==> config.mk <==
export PLATFORM = sky130hd
export DESIGN_NAME = onehot_ring_sequencer
export DESIGN_NICKNAME = d
export VERILOG_FILES = /design/src/rtl/onehot_ring_sequencer.sv
export SDC_FILE = /design/constraint.sdc
export NUM_CORES = 1
export LEC_CHECK = 0
export ABC_AREA = 1
export CAP_MARGIN = 20
export CORE_MARGIN = 5
export CORE_UTILIZATION = 37
export DETAILED_ROUTE_END_ITERATION = 10
export HOLD_SLACK_MARGIN = 0.02
export PLACE_DENSITY_LB_ADDON = 0.15
export SYNTH_ARGS = -nofsm -noshare
export SYNTH_HDL_FRONTEND = slang
export SYNTH_SLANG_ARGS = --single-unit
==> constraint.sdc <==
create_clock -name clk -period 1.9 [get_ports clk]
set_clock_uncertainty 0.1 [all_clocks]
set_input_delay 0.19 -clock clk [delete_from_list [all_inputs] [get_ports clk]]
set_output_delay 0.19 -clock clk [all_outputs]
set_load 0.03 [all_outputs]
==> src/rtl/onehot_ring_sequencer.sv <==
// onehot_ring_sequencer
// A single set bit circulates through a ring of STAGES flops, holding each
// stage for dwell+1 enabled cycles. Multi-hot corruption is detected and the
// ring recovers to idle. All outputs come straight from flops.
module onehot_ring_sequencer #(
    parameter int STAGES  = 3,
    parameter int DWELL_W = 4,
    localparam int IDX_W  = (STAGES > 1) ? $clog2(STAGES) : 1
) (
    input  logic                clk,
    input  logic                reset_n,
    input  logic                load_start,
    input  logic                flush,
    input  logic                enable,
    input  logic                dir,
    input  logic [DWELL_W-1:0]  dwell,
    output logic [STAGES-1:0]   state,
    output logic [IDX_W-1:0]    stage_idx,
    output logic                active,
    output logic                wrap,
    output logic                onehot_err
);

    logic [STAGES-1:0]  state_q;
    logic [DWELL_W-1:0] cnt_q;
    logic [IDX_W-1:0]   idx_q;
    logic               active_q;
    logic               wrap_q;
    logic               err_q;

    logic [STAGES-1:0]  state_n;
    logic [DWELL_W-1:0] cnt_n;
    logic [IDX_W-1:0]   idx_n;
    logic               wrap_n;
    logic               err_n;

    logic [STAGES-1:0]  rot_fwd;
    logic [STAGES-1:0]  rot_rev;
    logic               multi_hot;
    logic               ring_active;

    // Rotated candidates and the corruption test (x & (x-1) is nonzero only
    // when two or more bits are set; all-zero idle is not an error).
    always_comb begin
        rot_fwd     = {state_q[STAGES-2:0], state_q[STAGES-1]};
        rot_rev     = {state_q[0], state_q[STAGES-1:1]};
        multi_hot   = |(state_q & (state_q - {{(STAGES-1){1'b0}}, 1'b1}));
        ring_active = |state_q;
    end

    // Next-state selection in priority order: corruption, flush, load, advance, hold.
    always_comb begin
        state_n = state_q;
        cnt_n   = cnt_q;
        wrap_n  = 1'b0;
        err_n   = 1'b0;
        if (multi_hot) begin
            state_n = '0;
            cnt_n   = '0;
            err_n   = 1'b1;
        end else if (flush) begin
            state_n = '0;
            cnt_n   = '0;
        end else if (load_start) begin
            state_n = {{(STAGES-1){1'b0}}, 1'b1};
            cnt_n   = '0;
        end else if (ring_active && enable) begin
            if (cnt_q >= dwell) begin
                cnt_n = '0;
                if (dir) begin
                    state_n = rot_rev;
                    wrap_n  = state_q[0];
                end else begin
                    state_n = rot_fwd;
                    wrap_n  = state_q[STAGES-1];
                end
            end else begin
                cnt_n = cnt_q + {{(DWELL_W-1){1'b0}}, 1'b1};
            end
        end
    end

    // Binary index of the next one-hot vector, 0 when idle.
    always_comb begin
        idx_n = '0;
        for (int i = 0; i < STAGES; i++) begin
            if (state_n[i]) begin
                idx_n = IDX_W'(i);
            end
        end
    end

    // State, counter and registered copies of every output.
    always_ff @(posedge clk or negedge reset_n) begin
        if (!reset_n) begin
            state_q  <= '0;
            cnt_q    <= '0;
            idx_q    <= '0;
            active_q <= 1'b0;
            wrap_q   <= 1'b0;
            err_q    <= 1'b0;
        end else begin
            state_q  <= state_n;
            cnt_q    <= cnt_n;
            idx_q    <= idx_n;
            active_q <= |state_n;
            wrap_q   <= wrap_n;
            err_q    <= err_n;
        end
    end

    assign state      = state_q;
    assign stage_idx  = idx_q;
    assign active     = active_q;
    assign wrap       = wrap_q;
    assign onehot_err = err_q;

endmodule
# ---- Yosys cells after proc, flatten, opt, wreduce, memory -nomap -nowiden
# Cells that the tools add are included.
dict set report totals {
  out_inout_bits 8
  ff_bits 12
}
dict set report op_classes {
  reduce_logical 5
  n_bitwise 1
  order_cmp 1
  n_addsub 2
  muxes 20
}
# operator count
set op_table {}
lappend op_table {{2-to-1 mux 4 bit} 5}
lappend op_table {{2-to-1 mux 3 bit} 6}
lappend op_table {{OR reduction 3 bit} 3}
lappend op_table {{2-to-1 mux 1 bit} 8}
lappend op_table {{adder 4 x 1 -> 4 bit, second input constant} 1}
lappend op_table {{>= comparator 4 bit} 1}
lappend op_table {{nonzero test 4 bit} 1}
lappend op_table {{bitwise AND 3 bit} 1}
lappend op_table {{subtractor 3 x 1 -> 3 bit, second input constant} 1}
lappend op_table {{2-to-1 mux 2 bit} 1}
lappend op_table {{logical AND 1 bit} 1}

# ---- Logic depth before layout (Yosys ltp)
dict set report depth {
  depth_word 8
  depth_mapped 12
  depth_no_buf 12
}

# ---- Worst setup path after synthesis
# No wires, ideal clock.
dict set report synth_path {
  kind {register to register}
  start {register cnt_q[3]}
  end {register active_q, in the netlist active}
  stages_incl_launch_ff 8
  setup_slack_ns 0.379
  path_buffers 0
  arrival_ns 1.296
  path_cell_list {dfrtp_1 -> ha_1 -> a21oi_1 -> nand3_2 -> nand2_2 -> nand2_1 -> nand3_2 -> nand3_1}
}
dict set report synth_between {
  elab_chain_len 7
}
# item line_no
set synth_lines {}
lappend synth_lines {{start, declared} 25} ;# logic [DWELL_W-1:0] cnt_q;
lappend synth_lines {{start signal, assigned} 104} ;# cnt_q <= cnt_n;
lappend synth_lines {{>= comparator 4 bit} 68} ;# if (cnt_q >= dwell) begin
lappend synth_lines {{2-to-1 mux 3 bit} 68}
lappend synth_lines {{2-to-1 mux 3 bit} 67} ;# end else if (ring_active && enable) begin
lappend synth_lines {{2-to-1 mux 3 bit} 64} ;# end else if (load_start) begin
lappend synth_lines {{2-to-1 mux 3 bit} 61} ;# end else if (flush) begin
lappend synth_lines {{2-to-1 mux 3 bit} 57} ;# if (multi_hot) begin
lappend synth_lines {{OR reduction 3 bit} 106} ;# active_q <= |state_n;
lappend synth_lines {{end signal, assigned} 106}
lappend synth_lines {{end, declared} 27} ;# logic active_q;
# Every way passes these cells.
# A chain may end at the register's enable or synchronous reset.

# ---- Worst setup path in the final report
dict set report layout_path {
  start {register state_q[1], in the netlist state[1]}
  end {output port state[1]}
}
# item line_no
set layout_rtl {}
lappend layout_rtl {{start, declared} 24} ;# logic [STAGES-1:0] state_q;
lappend layout_rtl {{start signal, assigned} 103} ;# state_q <= state_n;
lappend layout_rtl {{end, declared} 17} ;# output logic [STAGES-1:0] state,
# No word-level cell between the ends.

==> out/results.ini <==
[finish]
seqCellArea_um2=275
multi_input_comb_area_um2=372
finalNonFillerCells=132
final_cell_mix=clkdlybuf4s50_1, inv_1, nand2_1
final_net_count=121
drive_gt1_share_pct=18.1
fin_util_pct=49.9
layout_commonest_cell=clkdlybuf4s50_1
num-fill-cells=182
antenna_cells=0
final_area_um2=948
area_growth_pct=32.1

[synthesis]
ys_types=22
ys_seq_elements=11
synth_area_leaders=dfrtp_1, ha_1, inv_1, nand2_1, nand3_1
synth_edf_count=0
ys.flop_type=dfrtp_1
synth_top_area_share_pct=38.3
yosysWarnings=0
syn_area_um2=718
netlist_instances=84
avgSynthCellArea_um2=8.55
synth_seq_area_share_pct=38.3
synth_nets=99
synth_area_leader_cell=dfrtp_1
async_flop_share_pct=100

[worst_setup_path]
cp-start-kind=flop
crit_slowest_cell=clkdlybuf4s50_1
r2r_end=active
r2r_cells=9
reg2reg_slack_ns=0.24
path_delay_family=buffers and inverters
r2r_start=cnt_q[1]
required_ns=1.61
crit_buf_inv=1
critPathArrivalTime_ns=1.42
path_cells=clkdlybuf4s50_1
crit_path_max_incr_delay_ns=0.70
critPathKind=reg2out
crit_path_max_fanout=5
critPathCaptureType=output pin

[die]
initial_utilization_pct=37.8
io_pins=18
die_h_um=54.1
num_rows=16
core-area_um2=1900
die_w_um=54.1
die-area_um2=2920

[timing]
period_needed_ns=1.71
relSlewSlack_pct=65.3
hold_ws_ns=0.161
worstMarginPinSlew_ns=0.519
setup_tns_ns=0
fin_crit_sh_pct=89.8
fmax_mhz=586
finalHoldViolCount=0
worst_slack_ns=0.195
slew_violations=0
setup_viol=0
rsz0062_at_grt=false

[clocking]
cts_buffers=3
clkTransAtPathRegs_ns=0.07
post-cts-setup-buffers=0
cts_hold_buf=0
cts_resized=0
cts-root-buf=clkbuf_4
htree_levels=1
clock-sinks=11
cts_tree=done
clk_path_buf_depth=2
clkLatencyLatePin_ns=0.27

[placed_design]
dp_hpwl_um=1100
place_area_um2=922
gp_congestion=0.734
place_ws_ns=-0.0508
dpl.cell_count=128
portBuffers=17

[drt]
wl_per_cell_um=10.4
drtAntennaViolNets=0
vias=591
drc=0
drt_wl_total_um=1370
drt_iter0_markers=13
firstDrtPassIters=4
vias_per_cell=4.48

[global_routing]
grt_pass1_vias=584
use_met1_pct=14.4
gr-usage-met3_pct=4.43
grt-ovfl-total=0
grt_max_degree=12
antenna_found_initial=0
grt-busiest-layer=met2
grt.total_usage_pct=11.9
use_met2_pct=18.1
grt_first_pass_wirelength_um=2410

[flow_run]
drv_cap=0

[worst_hold_path]
hold_class=in2async

[power]
total_power_uw=513
pwr_density_cell_nw_per_um2=541
peakVddDrop_v=0.000245
cellLeakagePower_nw=0.503

[run_status]
status=finished, final reports clean

==> registers in the layout, summed over array words and instances, names as in the netlist <==
register,cells
wrap,1
cnt_q,4
state,2
stage_idx,2
active,1
onehot_err,1
==> routing by layer <==
layer | share of wire [%] | vias up
met5 | 0 | -
met4 | 1.2 | 0
met3 | 5.6 | 2
met2 | 45 | 14
met1 | 48 | 265
li1 | - | 310
==> logic make-up after synthesis <==
group | Yosys count | share of synthesized area, %
xor gates and xnor gates | 1 | 1.22
buffers and inverters | 18 | 9.93
DFF | 11 | 38.3
adders and majority gates | 5 | 8.71
and+or+nand+nor | 40 | 32.6
AOI/OAI and AO/OA | 9 | 9.23
==> power breakdown <==
part / switching (mW) / internal (mW) / leakage (nW)
sequential: 0.00516 / 0.240 / 0.150
clock: 0.0824 / 0.0812 / 0.0150
combinational: 0.0578 / 0.0464 / 0.338
total: 0.145 / 0.368 / 0.503
==> cells in the mapped netlist, types with 2 or more instances <==
cell and instances:
ha_1 5, nand4_1 2, inv_1 15, nor2_1 5
inv_2 2, a21oi_1 3, dfrtp_1 11, nand3_1 8
o21ai_0 2, nand3_2 3, nor2_4 2, nand2_1 15
a21oi_2 2
==> worst max-delay path by stage <==
stage                   from       end  slack, ns  cells past startpoint
floorplan           cnt_q[3]    active       0.38                      7
finish              state[1]  state[1]       0.19                      1
global route        cnt_q[1]    active       0.09                      9
detailed placement  dwell[3]    active      -0.05                      9
CTS                 state[1]  state[1]       0.19                      1
global placement    dwell[3]    active     -0.005                      9
==> cell type report <==
cell class / instances / area share, %
inverters: 17 / 6.73
clock buffers: 4 / 2.77
multi-input cells: 55 / 39.2
flip-flops and latches: 11 / 29.0
well taps: 27 / 3.56
repair buffers: 18 / 18.7
(Power assumes the default switching activity.)
